<file path="src/rtl/oam_dma_pkg.sv">
// Shared constants, state encoding and address helpers for the OAM DMA engine.
// Imported by oam_dma_controller and oam_dma_bus_arbiter.
package oam_dma_pkg;

    localparam logic [15:0] OAM_BASE     = 16'hFE00;
    localparam int          OAM_LEN      = 160;
    localparam logic [15:0] DMA_REG_ADDR = 16'hFF46;
    localparam logic [15:0] HRAM_LO      = 16'hFF80;
    localparam logic [15:0] HRAM_HI      = 16'hFFFE;
    localparam logic [15:0] ECHO_OFFSET  = 16'h2000;

    typedef enum logic [1:0] {
        IDLE,
        START,
        XFER
    } dma_state_t;

    // One DMA-side bus request; rd and wr are never both set.
    typedef struct packed {
        logic        rd;
        logic        wr;
        logic [15:0] addr;
        logic [7:0]  data;
    } dma_req_t;

    // Pages E0..FF are the echo mirror of C0..DF, so FE/FF fold to DE/DF.
    function automatic logic [15:0] dma_src_addr(input logic [7:0] page,
                                                 input logic [7:0] idx);
        logic [15:0] addr;
        addr = {page, idx};
        if (page >= 8'hE0) begin
            addr = addr - ECHO_OFFSET;
        end
        return addr;
    endfunction

    function automatic logic cpu_exempt(input logic [15:0] addr,
                                        input logic        wr);
        logic in_hram;
        in_hram = (addr >= HRAM_LO) && (addr <= HRAM_HI);
        return in_hram || (wr && (addr == DMA_REG_ADDR));
    endfunction

endpackage

</file>
<file path="src/rtl/oam_dma_bus_arbiter.sv">
// Combinational mux of CPU and DMA traffic onto the single MMU bus.
// Define OAM_DMA_BUS_LOCK_EN to block non-exempt CPU accesses for the whole copy.
module oam_dma_bus_arbiter
    import oam_dma_pkg::*;
(
    input  logic [15:0] A_cpu,
    input  logic [7:0]  Di_cpu,
    input  logic        wr_cpu,
    input  logic        rd_cpu,
    output logic [7:0]  Do_cpu,
    input  logic        dma_active,
    input  dma_req_t    dma_req,
    output logic [15:0] A_mmu,
    output logic [7:0]  Do_mmu,
    input  logic [7:0]  Di_mmu,
    output logic        wr_mmu,
    output logic        rd_mmu
);

`ifdef OAM_DMA_BUS_LOCK_EN
    localparam logic LOCK_EN = 1'b1;
`else
    localparam logic LOCK_EN = 1'b0;
`endif

    logic dma_owns;
    logic cpu_locked;

    assign dma_owns   = dma_req.rd || dma_req.wr;
    assign cpu_locked = LOCK_EN && dma_active && !cpu_exempt(A_cpu, wr_cpu);

    // A DMA phase always wins the strobes; exempt CPU accesses only escape the lock.
    always_comb begin
        A_mmu  = A_cpu;
        Do_mmu = Di_cpu;
        wr_mmu = wr_cpu;
        rd_mmu = rd_cpu;
        Do_cpu = Di_mmu;
        if (dma_owns) begin
            A_mmu  = dma_req.addr;
            Do_mmu = dma_req.data;
            wr_mmu = dma_req.wr;
            rd_mmu = dma_req.rd;
            Do_cpu = 8'hFF;
        end else if (cpu_locked) begin
            wr_mmu = 1'b0;
            rd_mmu = 1'b0;
            Do_cpu = 8'hFF;
        end
    end

endmodule

</file>
<file path="src/rtl/oam_dma_controller.sv">
// Game Boy OAM DMA sequencer: owns FF46 and copies 160 bytes into FE00-FE9F.
// Bus blocking policy lives in oam_dma_bus_arbiter (macro OAM_DMA_BUS_LOCK_EN).
module oam_dma_controller
    import oam_dma_pkg::*;
#(
    parameter int BYTE_PERIOD = 4
) (
    input  logic        clk,
    input  logic        reset,
    input  logic [15:0] A_cpu,
    input  logic [7:0]  Di_cpu,
    output logic [7:0]  Do_cpu,
    input  logic        wr_cpu,
    input  logic        rd_cpu,
    output logic [15:0] A_mmu,
    output logic [7:0]  Do_mmu,
    input  logic [7:0]  Di_mmu,
    output logic        wr_mmu,
    output logic        rd_mmu,
    output logic [7:0]  DMA,
    output logic        dma_active
);

    localparam int              PH_W     = $clog2(BYTE_PERIOD);
    localparam logic [PH_W-1:0] PH_ZERO  = '0;
    localparam logic [PH_W-1:0] PH_ONE   = PH_W'(1);
    localparam logic [PH_W-1:0] PH_TWO   = PH_W'(2);
    localparam logic [PH_W-1:0] PH_LAST  = PH_W'(BYTE_PERIOD - 1);
    localparam logic [7:0]      IDX_LAST = 8'(OAM_LEN - 1);

    dma_state_t      state, state_next;
    logic [7:0]      idx, idx_next;
    logic [PH_W-1:0] ph, ph_next;
    logic [7:0]      dma_q, dma_next;
    logic [7:0]      data_q, data_next;
    logic            trigger;
    dma_req_t        dma_req;

    assign trigger    = wr_cpu && (A_cpu == DMA_REG_ADDR);
    assign DMA        = dma_q;
    assign dma_active = (state != IDLE);

    always_ff @(posedge clk) begin
        if (reset) begin
            state  <= IDLE;
            idx    <= '0;
            ph     <= PH_ZERO;
            dma_q  <= 8'h00;
            data_q <= 8'h00;
        end else begin
            state  <= state_next;
            idx    <= idx_next;
            ph     <= ph_next;
            dma_q  <= dma_next;
            data_q <= data_next;
        end
    end

    // A trigger overrides whatever the sequencer was doing, including mid-copy.
    always_comb begin
        state_next = state;
        idx_next   = idx;
        ph_next    = ph;
        dma_next   = dma_q;
        data_next  = data_q;
        case (state)
            IDLE: begin
                idx_next = '0;
                ph_next  = PH_ZERO;
            end
            START: begin
                if (ph == PH_LAST) begin
                    state_next = XFER;
                    idx_next   = '0;
                    ph_next    = PH_ZERO;
                end else begin
                    ph_next = ph + PH_ONE;
                end
            end
            XFER: begin
                if (ph == PH_ONE) begin
                    data_next = Di_mmu;
                end
                if (ph == PH_LAST) begin
                    ph_next = PH_ZERO;
                    if (idx == IDX_LAST) begin
                        state_next = IDLE;
                        idx_next   = '0;
                    end else begin
                        idx_next = idx + 8'd1;
                    end
                end else begin
                    ph_next = ph + PH_ONE;
                end
            end
            default: begin
                state_next = IDLE;
                idx_next   = '0;
                ph_next    = PH_ZERO;
            end
        endcase
        if (trigger) begin
            dma_next   = Di_cpu;
            state_next = START;
            idx_next   = '0;
            ph_next    = PH_ZERO;
        end
    end

    // Source is held for two phases so the one-cycle read latency settles before capture.
    always_comb begin
        dma_req      = '0;
        dma_req.data = data_q;
        if (state == XFER) begin
            if ((ph == PH_ZERO) || (ph == PH_ONE)) begin
                dma_req.rd   = 1'b1;
                dma_req.addr = dma_src_addr(dma_q, idx);
            end else if (ph == PH_TWO) begin
                dma_req.wr   = 1'b1;
                dma_req.addr = OAM_BASE + {8'h00, idx};
            end
        end
    end

    oam_dma_bus_arbiter u_arbiter (
        .A_cpu      (A_cpu),
        .Di_cpu     (Di_cpu),
        .wr_cpu     (wr_cpu),
        .rd_cpu     (rd_cpu),
        .Do_cpu     (Do_cpu),
        .dma_active (dma_active),
        .dma_req    (dma_req),
        .A_mmu      (A_mmu),
        .Do_mmu     (Do_mmu),
        .Di_mmu     (Di_mmu),
        .wr_mmu     (wr_mmu),
        .rd_mmu     (rd_mmu)
    );

endmodule

</file>
<file path="config.mk">
export PLATFORM = sky130hd
export DESIGN_NAME = oam_dma_controller
export DESIGN_NICKNAME = d
export VERILOG_FILES = /design/src/rtl/oam_dma_pkg.sv /design/src/rtl/oam_dma_bus_arbiter.sv /design/src/rtl/oam_dma_controller.sv
export SDC_FILE = /design/constraint.sdc
export NUM_CORES = 1
export LEC_CHECK = 0
export CORE_ASPECT_RATIO = 0.5
export CORE_UTILIZATION = 45
export DETAILED_ROUTE_END_ITERATION = 8
export GPL_ROUTABILITY_DRIVEN = 1
export PLACE_DENSITY_LB_ADDON = 0.05
export RECOVER_POWER = 50
export SLEW_MARGIN = 5
export SYNTH_ARGS = -nofsm -noshare
export SYNTH_HDL_FRONTEND = slang
export SYNTH_SLANG_ARGS = --single-unit
</file>
<file path="constraint.sdc">
create_clock -name clk -period 3.4 [get_ports clk]
set_input_delay 0.85 -clock clk [delete_from_list [all_inputs] [get_ports clk]]
set_output_delay 0.85 -clock clk [all_outputs]
set_load 0.1 [all_outputs]
</file>
[Word level (Yosys, flattened, before mapping)]
Cells that the tools add are included.
Storage, ports and cells
  flip-flop bits (word level): 28
  input bits: 36
  output and inout port bits: 43
  word-level logic and storage cells: 60
Cells by class
  add/subtract/negate cells: 4
  magnitude comparators: 1
  equality and inequality tests: 14
  multiplexer cells: 20
  bitwise logic cells: 2
  reduce and logical (&&, ||, !) cells: 13
Operator list (count)
  16-bit two-way mux: 3
  8-bit two-way mux: 5
  18-bit two-way mux: 1
  17-bit two-way mux: 1
  16-bit equality test, second input constant: 1
  8-bit one-hot mux with 2 select lines: 1
  16-bit by 14-bit subtractor with 16-bit output, second input constant: 1
  10-bit by 9-bit adder with 11-bit output, first input constant: 1
  3-bit inequality test, second input constant: 3
  8-bit by 1-bit adder with 8-bit output, second input constant: 1
  8-bit equality test, second input constant: 1
  8-bit >= comparator, second input constant: 1
  2-bit inequality test, second input constant: 4
  4-bit AND reduction: 2
  2-bit equality test, second input constant: 3
  2-bit two-way mux: 3
  2-bit one-hot mux with 3 select lines: 1
  1-bit two-way mux: 5
  2-bit by 1-bit equality test with 1-bit output, second input constant: 2
  2-bit logical NOT: 2
  2-bit AND reduction: 2
  2-bit OR reduction: 2
  4-bit OR reduction: 1
  2-bit by 1-bit adder with 2-bit output, second input constant: 1
  4 further kinds: 6

[Depth between registers and ports, before layout]
Gate-level depths: netlist of run 1.
  word-level depth: 6
  mapped depth: 8
  gate-level depth less buffers: 6

[Modules after synthesis]
Synthesis of run 1 repeated with hierarchy kept, for this count alone.
Unflattened totals
  cell total of the unflattened synthesis: 233
  area, all modules: 2059.5 um^2
By module, submodules not included
  oam_dma_controller: instances 1, cells each 192, area each 1569.0 um^2, sequential area each 560.5 um^2
  oam_dma_bus_arbiter: instances 1, cells each 41, area each 490.5 um^2, sequential area each 0.0 um^2

[Worst setup path before layout of run 1]
Ideal clock, no wire load.
  kind: flip-flop to output port
  from: register dma_q[5], in the netlist DMA[5]
  to: output A_mmu[14]
  arrival: 3.726 ns
  setup slack: -1.176 ns
  cell stages (with the launch flop): 6
  path buffers: 0
  cell sequence: dfxtp_1 > inv_1 > ha_1 > nand3_1 > a31oi_1 > o21ai_0
On the way
  cells in the longest elaborated chain, start to end: 5
  elaborated cells between the ends (all ways): 6
Ends and longest elaborated chain
  start: declaration: RTL line oam_dma_controller.sv:34  | logic [7:0] dma_q, dma_next;
  start signal: assignment: RTL line oam_dma_controller.sv:54  | dma_q <= dma_next;
  16-bit by 14-bit subtractor with 16-bit output / 8-bit >= comparator (equally long branches): RTL line oam_dma_pkg.sv:32, oam_dma_pkg.sv:31
  16-bit two-way mux *: RTL line oam_dma_pkg.sv:31  | if (page >= 8'hE0) begin
  16-bit two-way mux *: RTL line oam_dma_controller.sv:115  | if ((ph == PH_ZERO) || (ph == PH_ONE)) begin
  18-bit two-way mux *: RTL line oam_dma_controller.sv:114  | if (state == XFER) begin
  16-bit two-way mux *: RTL line oam_dma_bus_arbiter.sv:39  | if (dma_owns) begin
  end: declaration: RTL line oam_dma_controller.sv:15  | output logic [15:0] A_mmu,
Every way passes the cells marked *; elsewhere a longest branch is shown, timed or not.

[Worst setup path after layout of run 1]
  from: register ph[1]
  to: output A_mmu[3]
On the way
  cells in the longest elaborated chain, start to end: 6
  elaborated cells between the ends (all ways): 11
Ends and longest elaborated chain
  start: declaration: RTL line oam_dma_controller.sv:33  | logic [PH_W-1:0] ph, ph_next;
  start signal: assignment: RTL line oam_dma_controller.sv:53  | ph <= ph_next;
  2-bit equality test, or another cell as far along: RTL line oam_dma_controller.sv:118  | end else if (ph == PH_TWO) begin
  17-bit two-way mux / 1-bit logical OR (equally long branches): RTL line oam_dma_controller.sv:118, oam_dma_controller.sv:115
  1-bit two-way mux: RTL line oam_dma_controller.sv:115
  18-bit two-way mux *: RTL line oam_dma_controller.sv:114
  1-bit logical OR: RTL line oam_dma_bus_arbiter.sv:29  | assign dma_owns = dma_req.rd || dma_req.wr;
  16-bit two-way mux *: RTL line oam_dma_bus_arbiter.sv:39
Marked as above.

==> out/results.env, run 1 <==
COREAREA_MM2=0.00360
CTS_BUFFER_DEPTH=2
SYNTH_WARNINGS=0
TOP_LAYER_USED='met4'
POWER.DENSITY_CELL_AREA_mW_PER_MM2=313
FINALMAXSLEWVIOLATIONS=0
YS_SEQ_AREA_SHARE_PCT=31.5
FINAL.FILL_COUNT=239
MET3_WIRELENGTH_UM=444
PORT-BUFFER-COUNT=78
AREA.GROWTH.SYNTH_TO_FINAL_PCT=67.7
LARGEST_CLOCK_SKEW_IN_THE_FINAL_DESIGN_PS=1.56
TIMING.CRITICAL_PATH.ARRIVAL_PS=2380
CRITICAL_PATH.STARTPOINT_TYPE='register'
DP_HPWL_UM=4420
STATUS='completed'
YS_ASYNC_SR_FRACTION_PCT=0
FIRST_GLOBAL_VIAS=1976
GRT-OVFL-TOTAL=0
SYNTH.AVG_CELL_AREA_UM2=7.95
FINAL_PERIOD_UTILIZATION_PCT=94.9
DIE_OUTLINE_AREA_MM2=0.00423
DRT_DRC_VIOLATIONS_LEFT=0
FIN_WORST_HOLD_SLACK_PS=469
ANTENNA_CELLS=0
CRIT_REQUIRED_PS=2550
CLK_ROOT_BUFFER_CELL='sky130_fd_sc_hd__clkbuf_8'
DESIGN_POWER_TOTAL_mW=0.933
FINAL-INSTANCE-COUNT-EXCL-FILL=349
CLOCK_SINK_COUNT=28
ROUTED_WL_UM=5750
ANT_NETS=0
DRT_ITER0_DRC=126
GRT_ANTENNA_BEFORE_REPAIR=0
CTS-BUFFERS-INSERTED=3
ROUTE.LAYER.MET1.WL_UM=2360
IOS=79
GROUTE.USAGE.OVERALL_PCT=28.4
PATH_BUF_INV=3
TIMING_WORST_SLEW_PIN_VALUE_PS=1210
CRITICAL_PATH.TOP_DELAY_FAMILY='buffers and inverters'
FMAX_MHz=310
PATH_CLASS='reg2out'
DIE-WIDTH_UM=91.0
DR.PASS1.ITERS=4
CLOCK_LATENCY_PS=280
DP_SLACK_PS=407
MAX_CAP_VIOLS=0
SYNTH.CELL_AREA_MM2=0.00178
HTREE_NUM_LEVELS=1
FINALWORSTPATHREQUIREDPERIOD_PS=3230
CRITICAL_PATH.MAX_FANOUT=17
SYNTH_ENABLE_FLOP_CELLS=0
TIMING.CRITICAL_PATH.SLOWEST_STAGE_CELL='sky130_fd_sc_hd__dfxtp_1'
WL_MET2_UM=2860
PLACE.DETAILED.INSTANCES=345
FP.DIEH_UM=46.5
HOLD_VIOLATIONS=0
FLOORPLAN.INITIALDENSITY_PCT=49.4
LAYOUT.CELLS.MOST_COMMON_LIST='34 x sky130_fd_sc_hd__clkdlybuf4s50_1, 34 x sky130_fd_sc_hd__buf_12, 30 x sky130_fd_sc_hd__nand2_1'
POSTSYNTHREGISTERBITS=28
PEAKVDDDROP_uV=171
WORSTSETUPENDPOINTTYPE='output pin'
CLOCK_SLEW_SEEN_BY_THE_REGISTERS_OF_THE_WORST_SETUP_AND_HOLD_PATHS_PS=100
ORDERED_LIST_OF_CELLS_ON_THE_WORST_PATH='inv_1, ha_2, o31ai_4, buf_4, mux2_2, buf_12'
SYNTHESIS.INSTANCES=224
FIN_NETS=344
SYNTHFLOPTYPE='sky130_fd_sc_hd__dfxtp_1'
POWER_LEAKAGE_nW=1.10
AVGVIACOUNTPERCELL=5.71
SYNTH_CELL_TYPES=38
CLOCK_TREE_FROM_TRITONCTS='yes'
WL_PER_CELL_UM=16.5
GRT_FIRST_PASS_WIRELENGTH_UM=9140
GRT_START_MAX_NET_PINS=25
ROWS=15
DRIVE_GT1_SHARE_PCT=23.5
GRT_SETUP_UNREPAIRED='no'
CRITICAL-PATH-MAX-STAGE-DELAY_PS=480
SLEW_HEADROOM_PCT=19.9
DR_TOTAL_VIAS=1992
POSTCTSSETUPREPAIRBUFS=0
POST-ROUTE-WORST-SETUP-SLACK_PS=174
REG2REG_SETUP_SLACK_PS=1300
FINAL-SETUP-VIOL-COUNT=0
ROUTABILITYCONGESTION=0.799
SYNTH_NETS=269
WORSTHOLDPATHTYPE='reg2reg'
per-layer routing:
metal / vias up / GRT usage [%]
met5: - / 0
met4: 0 / 6.03
met3: 10 / 6.44
met2: 99 / 57.4
met1: 928 / 32.0
li1: 955 / -
through the flow:
| stage | util, % | TNS (ps) | cell area, µm² |
|---|---|---|---|
| finish | 82.8 | 0 | 2990 |
| detailed placement | 81.8 | 0 | 2950 |
| global placement | 81.8 | 0 | 2950 |
| CTS | 83.8 | 0 | 3020 |
| global route | 82.8 | 0 | 2990 |
| floorplan | - | -30.9 | 1800 |
cell type report:
class	count	area, µm²	area share (%)
multi-input combinational	175	1160	38.9
timing repair buffer	81	1090	36.5
sequential	28	561	18.8
tap	51	63.8	2.14
clock buffer	3	41.3	1.38
inverter	10	37.5	1.26
clock inverter	1	30.0	1.01
worst register-to-register path, cell delays in order (launching register included):
cell and delay, ps:
sky130_fd_sc_hd__dfxtp_1 330, sky130_fd_sc_hd__inv_1 90, sky130_fd_sc_hd__ha_1 660, sky130_fd_sc_hd__inv_1 200, sky130_fd_sc_hd__a221oi_1 290, sky130_fd_sc_hd__o21ai_0 290, sky130_fd_sc_hd__nor2_1 170
repair_timing:
action,in CTS,in global routing
setup endpoints to repair,0,16
gates resized for setup,0,2
hold buffers,0,0
flip-flops by register name (all words and copies together), names as in the netlist:
signal	cells
ph	2
DMA	8
idx	8
state	2
data_q	8
worst paths after layout:
| kind | from | to | cells past startpoint |
|---|---|---|---|
| setup / recovery | ph[1]$_SDFF_PP0_ | A_mmu[3] | 6 |
| hold / removal | data_q[1]$_SDFFE_PP0P_ | data_q[1]$_SDFFE_PP0P_ | 2 |
| setup reg to reg | state[0]$_SDFFE_PP0P_ | idx[2]$_SDFFE_PP0P_ | 6 |
| hold reg to reg | data_q[1]$_SDFFE_PP0P_ | data_q[1]$_SDFFE_PP0P_ | 2 |
report_power, final:
group | switching [mW] | total [mW] | internal [mW]
Clock | 0.108 | 0.266 | 0.158
Sequential | 0.00000103 | 0.328 | 0.328
Combinational | 0.208 | 0.340 | 0.131
Total | 0.316 | 0.933 | 0.617
synth_stat cells (all sizes together), types with 4 or more instances:
master	count	area, µm²
inv	10	37.5
a21oi	19	95.1
clkbuf	8	40.0
o21ai	22	110
dfxtp	28	561
ha	9	113
mux2	16	180
nand3	23	128
nand2b	10	62.6
a31oi	4	25.0
nor2	9	33.8
nand2	30	113
nor3	4	20.0
logic make-up after synthesis:
family                     Yosys count  share of synthesized area, %
AOI/OAI and AO/OA                   55                          17.9
xor gates and xnor gates             5                          2.46
adders and majority gates            9                          6.32
buffers and inverters               21                          5.13
DFF                                 28                          31.5
muxes                               16                          10.1
and+or+nand+nor                     90                          26.6
Power figures use the tool's default switching activity.
==> run 2, diff against run 1 <==
--- a/config.mk
+++ b/config.mk
@@ -6,7 +6,8 @@
 export NUM_CORES = 1
 export LEC_CHECK = 0
 export CORE_ASPECT_RATIO = 0.5
-export CORE_UTILIZATION = 45
+export CORE_UTILIZATION = 47
+export CTS_BUF_LIST = sky130_fd_sc_hd__clkbuf_4
 export DETAILED_ROUTE_END_ITERATION = 8
 export GPL_ROUTABILITY_DRIVEN = 1
 export PLACE_DENSITY_LB_ADDON = 0.05
==> constraint.sdc (replaced) <==
create_clock -name clk -period 3.4 [get_ports clk]
set_input_delay 0.85 -clock clk [delete_from_list [all_inputs] [get_ports clk]]
set_output_delay 0.85 -clock clk [all_outputs]
set_load 0.02 [all_outputs]
==> run 2 against run 1 <==
Net effect:
- clock power shrank 14%
- largest power group is now sequential cells
- critical path depth rose by 1
- first-iteration DRC count is 44% lower
- power shrank 25%
- register-to-register slack improved by 210 ps
- worst setup slack got worse by 78 ps
- global-route usage fell by 2.0 points
- non-clock buffer count increased by 3
- critical path type unchanged
==> out/results.env, run 2 (synthesis results as in run 1) <==
TIMING_WORST_SLEW_PIN_VALUE_PS=646  # was 1210 ps
PATH_CLASS='reg2out'  # unchanged
FP.DIEH_UM=45.5  # was 46.5 µm
HOLD_VIOLATIONS=0  # unchanged
FF2FF_PATH_DEPTH=7  # was 6
CTS_BUFFER_DEPTH=2  # unchanged
FINISH.INSTANCE_AREA_MM2=0.00275  # was 0.00299 mm²
CRITICAL_PATH.MAX_FANOUT=19  # was 17
FLOORPLAN.INITIALDENSITY_PCT=50.5  # was 49.4%
IOS=79  # unchanged
CLOCK_LATENCY_PS=340  # was 280 ps
WORSTSETUPENDPOINTTYPE='output pin'  # unchanged
DRT_DRC_VIOLATIONS_LEFT=0  # unchanged
FINALWORSTPATHREQUIREDPERIOD_PS=3300  # was 3230 ps
FINAL-INSTANCE-COUNT-EXCL-FILL=352  # was 349
DPL-INSTANCE-AREA_MM2=0.00263  # was 0.00295 mm²
PEAKVDDDROP_uV=139  # was 171 µV
CRIT_REQUIRED_PS=2550  # about the same
AREA.GROWTH.SYNTH_TO_FINAL_PCT=54.6  # was 67.7%
MAX_CAP_VIOLS=0  # unchanged
CLOCK_TREE_FROM_TRITONCTS='yes'  # unchanged
POWER_LEAKAGE_nW=1.14  # was 1.10 nW
FINALMAXSLEWVIOLATIONS=0  # unchanged
LARGEST_CLOCK_SKEW_IN_THE_FINAL_DESIGN_PS=5.24  # was 1.56 ps
ROWS=15  # unchanged
DRIVE_GT1_SHARE_PCT=11.3  # was 23.5%
LAYOUT.CELLS.MOST_COMMON_LIST='50 x sky130_fd_sc_hd__clkdlybuf4s50_1, 30 x sky130_fd_sc_hd__nand2_1, 26 x sky130_fd_sc_hd__dfxtp_1'  # was 34 x sky130_fd_sc_hd__clkdlybuf4s50_1, 34 x sky130_fd_sc_hd__buf_12, 30 x sky130_fd_sc_hd__nand2_1
ROUTED_WL_UM=5330  # was 5750 µm
SLEW_HEADROOM_PCT=56.5  # was 19.9%
GRT_START_MAX_NET_PINS=40  # was 25
ANT_NETS=0  # unchanged
DR.PASS1.ITERS=4  # unchanged
COREAREA_MM2=0.00353  # was 0.00360 mm²
FMAX_MHz=303  # was 310 MHz
DIE_OUTLINE_AREA_MM2=0.00405  # was 0.00423 mm²
REG2REG_SETUP_SLACK_PS=1510  # was 1300 ps
CLOCK_SINK_COUNT=28  # unchanged
POST-ROUTE-UTIL_PCT=78.0  # was 82.8%
CLK_ROOT_BUFFER_CELL='sky130_fd_sc_hd__clkbuf_4'  # was sky130_fd_sc_hd__clkbuf_8
DP_HPWL_UM=3950  # was 4420 µm
STATUS='completed'  # unchanged
FINAL_PERIOD_UTILIZATION_PCT=97.2  # was 94.9%
CLOCK_SLEW_SEEN_BY_THE_REGISTERS_OF_THE_WORST_SETUP_AND_HOLD_PATHS_PS=160  # was 100 ps
DRT_ITER0_DRC=70  # was 126
ANTENNA_CELLS=0  # unchanged
PORT-BUFFER-COUNT=78  # unchanged
GRT_FIRST_PASS_WIRELENGTH_UM=8020  # was 9140 µm
DP_SLACK_PS=298  # was 407 ps
DESIGN_POWER_TOTAL_mW=0.698  # was 0.933 mW
FINAL-SETUP-VIOL-COUNT=0  # unchanged
GROUTE.USAGE.OVERALL_PCT=26.5  # was 28.4%
WORSTHOLDPATHTYPE='reg2reg'  # unchanged
GRT_SETUP_UNREPAIRED='no'  # unchanged
ROUTABILITYCONGESTION=0.819  # was 0.799
CTS.HOLD.BUFFERS_ADDED=0  # unchanged
HTREE_NUM_LEVELS=1  # unchanged
FIN_NETS=347  # was 344
AVGVIACOUNTPERCELL=5.46  # was 5.71
TIMING.CRITICAL_PATH.ARRIVAL_PS=2450  # was 2380 ps
WL_PER_CELL_UM=15.1  # was 16.5 µm
PLACE.DETAILED.INSTANCES=346  # was 345
DIE-WIDTH_UM=89.0  # was 91.0 µm
FIRST_GLOBAL_VIAS=1766  # was 1976
FIN_WORST_HOLD_SLACK_PS=467  # was 469 ps
MOSTFREQUENTLAYOUTCELL='sky130_fd_sc_hd__clkdlybuf4s50_1'
POST-ROUTE-WORST-SETUP-SLACK_PS=95.6  # was 174 ps
GRT-OVFL-TOTAL=0  # unchanged
CTS-BUFFERS-INSERTED=3  # unchanged
HOLD-PATH-CELL-COUNT=2  # unchanged
SETUP_TNS_PS=0  # unchanged
CRITICAL_PATH.STARTPOINT_TYPE='register'  # unchanged
POWER.DENSITY_CELL_AREA_mW_PER_MM2=254  # was 313 mW/mm²
DR_TOTAL_VIAS=1923  # was 1992
GRT_ANTENNA_BEFORE_REPAIR=0  # unchanged
==> run 2: final timing paths <==
kind,end,start
max,Do_mmu[0],ph[1]$_SDFF_PP0_
min,data_q[0]$_SDFFE_PP0P_,data_q[0]$_SDFFE_PP0P_
max reg2reg,idx[3]$_SDFFE_PP0P_,state[0]$_SDFFE_PP0P_
min reg2reg,data_q[0]$_SDFFE_PP0P_,data_q[0]$_SDFFE_PP0P_
==> run 2: where the power goes <==
group	leakage, nW	internal [mW]	switching, mW
sequential	0.226	0.328	0.000000969
clock	0.0279	0.119	0.109
combinational	0.888	0.0811	0.0610
==> run 2: area by class of cell <==
class	count	area, µm²
inverter	10	37.5
multi-input combinational	175	1140
timing repair buffer	84	900
tap	51	63.8
clock inverter	1	30.0
clock buffer	3	22.5
sequential	28	563
fill	263	776
==> run 2: metal layers <==
| layer | track usage [%] | part of all wire [%] | vias up |
|---|---|---|---|
| met3 | 5.80 | 7.1 | 8 |
| li1 | - | - | 954 |
| met2 | 47.5 | 47 | 74 |
| met1 | 33.4 | 45 | 887 |
| met5 | 0 | 0 | - |
| met4 | 5.71 | 0.98 | 0 |
==> run 2: repair_timing <==
item / CTS / global route
cloned: 0 / 1
buffers inserted: 0 / 1
pin swaps: 0 / 1
resized for setup: 3 / 18
setup endpoints to repair: 16 / 22
==> run 2: critical path: stages (launching register included) <==
cell,delay (ps)
sky130_fd_sc_hd__dfxtp_2,420
sky130_fd_sc_hd__inv_1,130
sky130_fd_sc_hd__ha_1,240
sky130_fd_sc_hd__o31ai_4,310
sky130_fd_sc_hd__buf_4,180
sky130_fd_sc_hd__clkbuf_16,160
sky130_fd_sc_hd__mux2_2,340
sky130_fd_sc_hd__dlygate4sd2_1,330
==> run 3, diff against run 2 <==
--- a/config.mk
+++ b/config.mk
@@ -12,7 +12,7 @@
 export GPL_ROUTABILITY_DRIVEN = 1
 export PLACE_DENSITY_LB_ADDON = 0.05
 export RECOVER_POWER = 50
-export SLEW_MARGIN = 5
+export SLEW_MARGIN = 20
 export SYNTH_ARGS = -nofsm -noshare
 export SYNTH_HDL_FRONTEND = slang
 export SYNTH_SLANG_ARGS = --single-unit
==> results of run 3 <==
No change in the layout: final DEF, timing and power equal those of run 2.
